$ cat src/rtl/xdrop_extender.sv
// X-drop ungapped extension scorer: accumulates a saturating signed score over
// comparator beats, tracks the best score and its length, and reports why it stopped.
module xdrop_extender #(
  parameter int MATCH_SCORE  = 1,
  parameter int MISMATCH_PEN = 3,
  parameter int GAP_PEN      = 5,
  parameter int X_DROP       = 10,
  parameter int THRESHOLD    = 4,
  parameter int SCORE_W      = 16,
  parameter int LEN_W        = 16
) (
  input  logic                      i_clk,
  input  logic                      i_rst,
  input  logic                      i_start,
  input  logic                      i_in_valid,
  input  logic [2:0]                i_result,
  input  logic                      i_last,
  output logic                      o_in_ready,
  output logic                      o_out_valid,
  input  logic                      i_out_ready,
  output logic signed [SCORE_W-1:0] o_best_score,
  output logic [LEN_W-1:0]          o_best_len,
  output logic [1:0]                o_term,
  output logic                      o_hit,
  output logic                      o_busy
);

  typedef enum logic [1:0] {
    ST_IDLE   = 2'd0,
    ST_EXTEND = 2'd1,
    ST_DONE   = 2'd2
  } state_t;

  localparam logic signed [SCORE_W:0]   P_D_MATCH = (SCORE_W+1)'(MATCH_SCORE);
  localparam logic signed [SCORE_W:0]   P_D_MIS   = (SCORE_W+1)'(-MISMATCH_PEN);
  localparam logic signed [SCORE_W:0]   P_D_GAP   = (SCORE_W+1)'(-GAP_PEN);
  localparam logic signed [SCORE_W-1:0] P_SMAX    = {1'b0, {(SCORE_W-1){1'b1}}};
  localparam logic signed [SCORE_W-1:0] P_SMIN    = {1'b1, {(SCORE_W-1){1'b0}}};
  localparam logic signed [SCORE_W-1:0] P_THRESH  = SCORE_W'(THRESHOLD);
  localparam logic signed [31:0]        P_XDROP   = X_DROP;
  localparam logic [LEN_W-1:0]          P_LEN_FULL = {LEN_W{1'b1}};

  localparam logic [1:0] TERM_NONE  = 2'b00;
  localparam logic [1:0] TERM_XDROP = 2'b01;
  localparam logic [1:0] TERM_LAST  = 2'b10;
  localparam logic [1:0] TERM_FULL  = 2'b11;

  // Unrecognised comparator codes are scored as gaps.
  function automatic logic signed [SCORE_W:0] delta_f(input logic [2:0] code);
    case (code)
      3'b100:  delta_f = P_D_MATCH;
      3'b010:  delta_f = P_D_MIS;
      default: delta_f = P_D_GAP;
    endcase
  endfunction

  state_t                      r_state, w_state_nxt;
  logic signed [SCORE_W-1:0]   r_score, w_score_nxt;
  logic signed [SCORE_W-1:0]   r_best, w_best_nxt;
  logic [LEN_W-1:0]            r_len, w_len_nxt;
  logic [LEN_W-1:0]            r_best_len, w_best_len_nxt;
  logic [1:0]                  r_term, w_term_nxt;

  logic signed [SCORE_W:0]     w_sum;
  logic signed [SCORE_W-1:0]   w_score_n;
  logic signed [SCORE_W-1:0]   w_best_upd;
  logic                        w_best_gt;
  logic [LEN_W-1:0]            w_len_n;
  logic signed [31:0]          w_drop;

  // Candidate score/length for the beat on the input, with saturation on overflow.
  always_comb begin
    w_sum = {r_score[SCORE_W-1], r_score} + delta_f(i_result);
    if (w_sum[SCORE_W] != w_sum[SCORE_W-1]) begin
      if (w_sum[SCORE_W]) begin
        w_score_n = P_SMIN;
      end else begin
        w_score_n = P_SMAX;
      end
    end else begin
      w_score_n = w_sum[SCORE_W-1:0];
    end
    w_best_gt = (w_score_n > r_best);
    if (w_best_gt) begin
      w_best_upd = w_score_n;
    end else begin
      w_best_upd = r_best;
    end
    // Drop is evaluated against the best score including this beat's update.
    w_drop  = {{(32-SCORE_W){w_best_upd[SCORE_W-1]}}, w_best_upd}
            - {{(32-SCORE_W){w_score_n[SCORE_W-1]}}, w_score_n};
    w_len_n = r_len + {{(LEN_W-1){1'b0}}, 1'b1};
  end

  // Next-state and datapath update logic.
  always_comb begin
    w_state_nxt    = r_state;
    w_score_nxt    = r_score;
    w_best_nxt     = r_best;
    w_len_nxt      = r_len;
    w_best_len_nxt = r_best_len;
    w_term_nxt     = r_term;
    case (r_state)
      ST_IDLE: begin
        if (i_start) begin
          w_score_nxt    = '0;
          w_best_nxt     = '0;
          w_len_nxt      = '0;
          w_best_len_nxt = '0;
          w_term_nxt     = TERM_NONE;
          w_state_nxt    = ST_EXTEND;
        end else begin
          w_state_nxt = ST_IDLE;
        end
      end
      ST_EXTEND: begin
        if (i_in_valid) begin
          w_score_nxt = w_score_n;
          w_len_nxt   = w_len_n;
          if (w_best_gt) begin
            w_best_nxt     = w_score_n;
            w_best_len_nxt = w_len_n;
          end else begin
            w_best_nxt     = r_best;
            w_best_len_nxt = r_best_len;
          end
          if (w_drop > P_XDROP) begin
            w_term_nxt  = TERM_XDROP;
            w_state_nxt = ST_DONE;
          end else if (i_last) begin
            w_term_nxt  = TERM_LAST;
            w_state_nxt = ST_DONE;
          end else if (w_len_n == P_LEN_FULL) begin
            w_term_nxt  = TERM_FULL;
            w_state_nxt = ST_DONE;
          end else begin
            w_state_nxt = ST_EXTEND;
          end
        end else begin
          w_state_nxt = ST_EXTEND;
        end
      end
      ST_DONE: begin
        if (i_out_ready) begin
          w_state_nxt = ST_IDLE;
        end else begin
          w_state_nxt = ST_DONE;
        end
      end
      default: begin
        w_state_nxt = ST_IDLE;
      end
    endcase
  end

  // State and datapath registers.
  always_ff @(posedge i_clk) begin
    if (i_rst) begin
      r_state    <= ST_IDLE;
      r_score    <= '0;
      r_best     <= '0;
      r_len      <= '0;
      r_best_len <= '0;
      r_term     <= TERM_NONE;
    end else begin
      r_state    <= w_state_nxt;
      r_score    <= w_score_nxt;
      r_best     <= w_best_nxt;
      r_len      <= w_len_nxt;
      r_best_len <= w_best_len_nxt;
      r_term     <= w_term_nxt;
    end
  end

  assign o_in_ready   = (r_state == ST_EXTEND);
  assign o_out_valid  = (r_state == ST_DONE);
  assign o_busy       = (r_state != ST_IDLE);
  assign o_best_score = r_best;
  assign o_best_len   = r_best_len;
  assign o_term       = r_term;
  assign o_hit        = (r_best >= P_THRESH);

endmodule

$ cat config.mk
export PLATFORM = sky130hd
export DESIGN_NAME = xdrop_extender
export DESIGN_NICKNAME = d
export VERILOG_FILES = /design/src/rtl/xdrop_extender.sv
export SDC_FILE = /design/constraint.sdc
export NUM_CORES = 1
export LEC_CHECK = 0
export CAP_MARGIN = 40
export CORE_MARGIN = 1
export CORE_UTILIZATION = 47
export CTS_BUF_LIST = sky130_fd_sc_hd__clkbuf_4 sky130_fd_sc_hd__clkbuf_8
export CTS_CLUSTER_DIAMETER = 40
export DETAILED_ROUTE_END_ITERATION = 7
export GPL_TIMING_DRIVEN = 0
export PLACE_DENSITY = 0.67
export SYNTH_ARGS = -nofsm -noshare
export SYNTH_HDL_FRONTEND = slang
export SYNTH_SLANG_ARGS = --single-unit
$ cat constraint.sdc
create_clock -name i_clk -period 7.4 [get_ports i_clk]
set_clock_uncertainty 0.1 [all_clocks]
set_input_delay 1.48 -clock i_clk [delete_from_list [all_inputs] [get_ports i_clk]]
set_output_delay 1.48 -clock i_clk [all_outputs]
set_load 0.05 [all_outputs]
==> impl_metrics.toml <==
[run_status]
outcome = "finished, violations left"
violations = "negative setup slack"

[global_routing]
grt_pass1_vias = 5400
grt_pass1_wl_mm = 26.3
antenna_found_initial = 0
grt_max_degree = 13
grt_overflow_total = 0
grt_usage_pct = 29.2

[clocking]
numCtsBuffers = 9
cts.sinks = 68
cts.clk_slew.worst_paths_ns = 0.08
holdBufCountCts = 0
clock_latency_ns = 0.36
root_buffer = "clkbuf_8"
tritoncts = "built"
htree_levels = 3
clockBufferDepth = 2

[logic_synthesis]
yosys-top-cells-area = "dfxtp_1, ha_1, nand2_1, o21ai_1, a21oi_1"
ys_ff_latch = 68
syn_nets = 789
synthSimpleGateAreaFrac_pct = 25.6
synth_area_sq_um = 5250
synth_compound_area_share_pct = 23.5
synth_edf_count = 0
synth_fa_ha_area_share_pct = 12.7
synthXorXnorAreaFrac_pct = 4.84
synth_top_family_by_area = "simple AND/OR/NAND/NOR gates"
ys_async_sr_fraction_pct = 0
synthMuxAreaShare_pct = 1.00
synth.largest_area_cell = "dfxtp_1"
synth.distinct_cells = 72
yosysWarnings = 0
postSynthCellCount = 728
syn-mean-instance-area_sq_um = 7.21
synth_top_flop_cell = "dfxtp_1"
seq_area_frac_synth_pct = 25.9
yosysTopAreaCellShare_pct = 25.9

[worst_hold_path]
hold_path_class = "reg2reg"

[sta]
hold_viol = 0
slew_viol_final = 0
hold_ws_ns = 0.360
setup_viol = 4
relSlewSlack_pct = 60.7
grt_setup_unrepaired = "true"
period_share_pct = 103
period_minus_slack_ns = 7.59
max_freq_mhz = 132
worst_pin_slew_ns = 0.589
worst_slack_ns = -0.191

[setup_path]
critPathRequiredTime_ns = 7.58
end_kind = "register"
cpMaxStageDelayCell = "fa_2"
cp_max_fo = 10
start_kind = "input pin"
slowest_delay_ns = 0.35
critical_path_class = "in2reg"
crit_top_cell = "buf_6"
arrival_ns = 7.77

[die]
die_h_um = 108
die_w_um = 108
io_pins = 47
core_sq_um = 10800
placementRows = 38
initial_core_util_pct = 48.4
dieArea_sq_um = 11600

[finish]
multi_input_area_sq_um = 4200
drive_gt1_share_pct = 21.7
fin_nets = 878
fillCellCount = 956
seq_area_sq_um = 1360
diodes = 0
syn_to_final_growth_pct = 33.6
final_cells = 961

[place]
post-place-ws_ns = -1.65
placed_cells = 913
place_hpwl_mm = 11.8
port-buffer-count = 45
gp_congestion = 0.924

[drt]
drc = 0
via_per_inst = 5.86
dr.pass1.iters = 5
drt-wirelength-per-cell_um = 17.3
ant_nets = 0
drt-total-wl_mm = 16.6
initialDrtViolationCount = 371
dr_total_vias = 5633

[run]
maxCapViolations = 0
state kept, by name (all words and copies together), names as in the netlist:
name and flops:
r_len 16, r_score 16, o_term 2, r_state 2, o_best_len 16, o_best_score 16
cell type report:
type	count	share of cell area, %
Multi-Input combinational cell	578	59.8
Sequential cell	68	19.4
Timing Repair Buffer	77	10.1
Buffer	32	3.09
Inverter	51	2.73
Tap cell	140	2.50
Clock buffer	9	1.77
Clock inverter	6	0.606
synth_stat cells, types with 3 or more instances:
cell type	count
a211oi_1	3
a21o_1	5
a21oi_1	53
a22o_1	5
a22oi_1	4
a31oi_1	3
and2_1	4
and3_1	6
buf_2	11
clkbuf_1	16
dfxtp_1	68
ha_1	50
inv_1	47
inv_2	4
mux2i_1	3
nand2_1	105
nand2b_1	9
nand3_1	19
nand4_1	9
nor2_1	70
nor2b_1	10
nor3_1	16
nor3b_1	3
nor4_1	7
o21a_1	6
o21ai_0	41
o21ai_1	60
o22ai_1	3
or3_1	4
xnor2_1	15
xor2_1	14
cell families (layout without fill, tap and decap cells):
group | Yosys count | after routing
XOR/XNOR | 29 | 29
adder cells (fa/ha/maj) | 52 | 52
flip-flops | 68 | 68
buffers and inverters | 83 | 175
AND/OR/NAND/NOR | 281 | 282
AO/OA/AOI/OAI | 210 | 210
multiplexers | 5 | 5
worst paths after layout:
path,start,end,slack (ns),cells after the start
worst max-delay path,i_result[1],r_state[0],-0.19,34
worst min-delay path,o_best_len[1],o_best_len[1],0.36,2
worst max register to register,r_score[0],r_state[0],0.87,31
worst min register to register,o_best_len[1],o_best_len[1],0.36,2
critical path: cells and delay by family:
kind,cells,cell delay (ns)
AND/OR/NAND/NOR,13,2.22
buffers and inverters,6,0.67
AO/OA/AOI/OAI,12,2.44
adder cells (fa/ha/maj),3,0.95
layer usage:
| metal | share of wire [%] | up-vias | GRT usage, % |
|---|---|---|---|
| met5 | 0 | - | 0 |
| met4 | 2.8 | 0 | 11.8 |
| met3 | 5.2 | 51 | 4.96 |
| met2 | 50 | 175 | 52.2 |
| met1 | 42 | 2661 | 34.3 |
| li1 | - | 2746 | - |
per-stage QoR:
step                instance area [sq um]  util (%)  TNS (ns)
finish                               7010      64.7    -0.658
global route                         7010      64.7     -1.98
CTS                                  6760      62.4    -0.620
detailed placement                   5950      54.9     -6.47
global placement                     5950      54.9     -6.00
floorplan                            5330         -         0
cell usage in the layout, fill, tap and decap left out, types with 5 or more instances in the layout:
| master | instances |
|---|---|
| o21ai_0 | 36 |
| nor4_1 | 6 |
| xnor2_1 | 15 |
| ha_4 | 16 |
| o21a_1 | 6 |
| ha_1 | 30 |
| buf_2 | 5 |
| clkbuf_8 | 9 |
| o21ai_1 | 44 |
| clkbuf_1 | 14 |
| nand2_2 | 5 |
| clkdlybuf4s50_1 | 42 |
| a21oi_1 | 40 |
| a22o_1 | 5 |
| a21o_1 | 5 |
| a21oi_2 | 11 |
| buf_4 | 33 |
| nor3_1 | 14 |
| nand3_1 | 18 |
| nand4_1 | 9 |
| inv_2 | 8 |
| nor2_1 | 67 |
| dfxtp_1 | 68 |
| inv_1 | 43 |
| nand2_1 | 99 |
| nand2b_1 | 7 |
| buf_6 | 8 |
| nor2b_1 | 9 |
| o21ai_2 | 14 |
| xor2_1 | 14 |
| o21ai_4 | 9 |
timing repair:
action                     in CTS  in global routing
pin swaps                      39                 32
gates resized for setup       107                 47
setup buffers                  25                  7
hold endpoints to repair        0                  0
cloned                          1                  0
setup endpoints to repair       4                  4
Power is not shown: default switching activity piles up to over one toggle a cycle in this logic, so the estimate is an artifact.
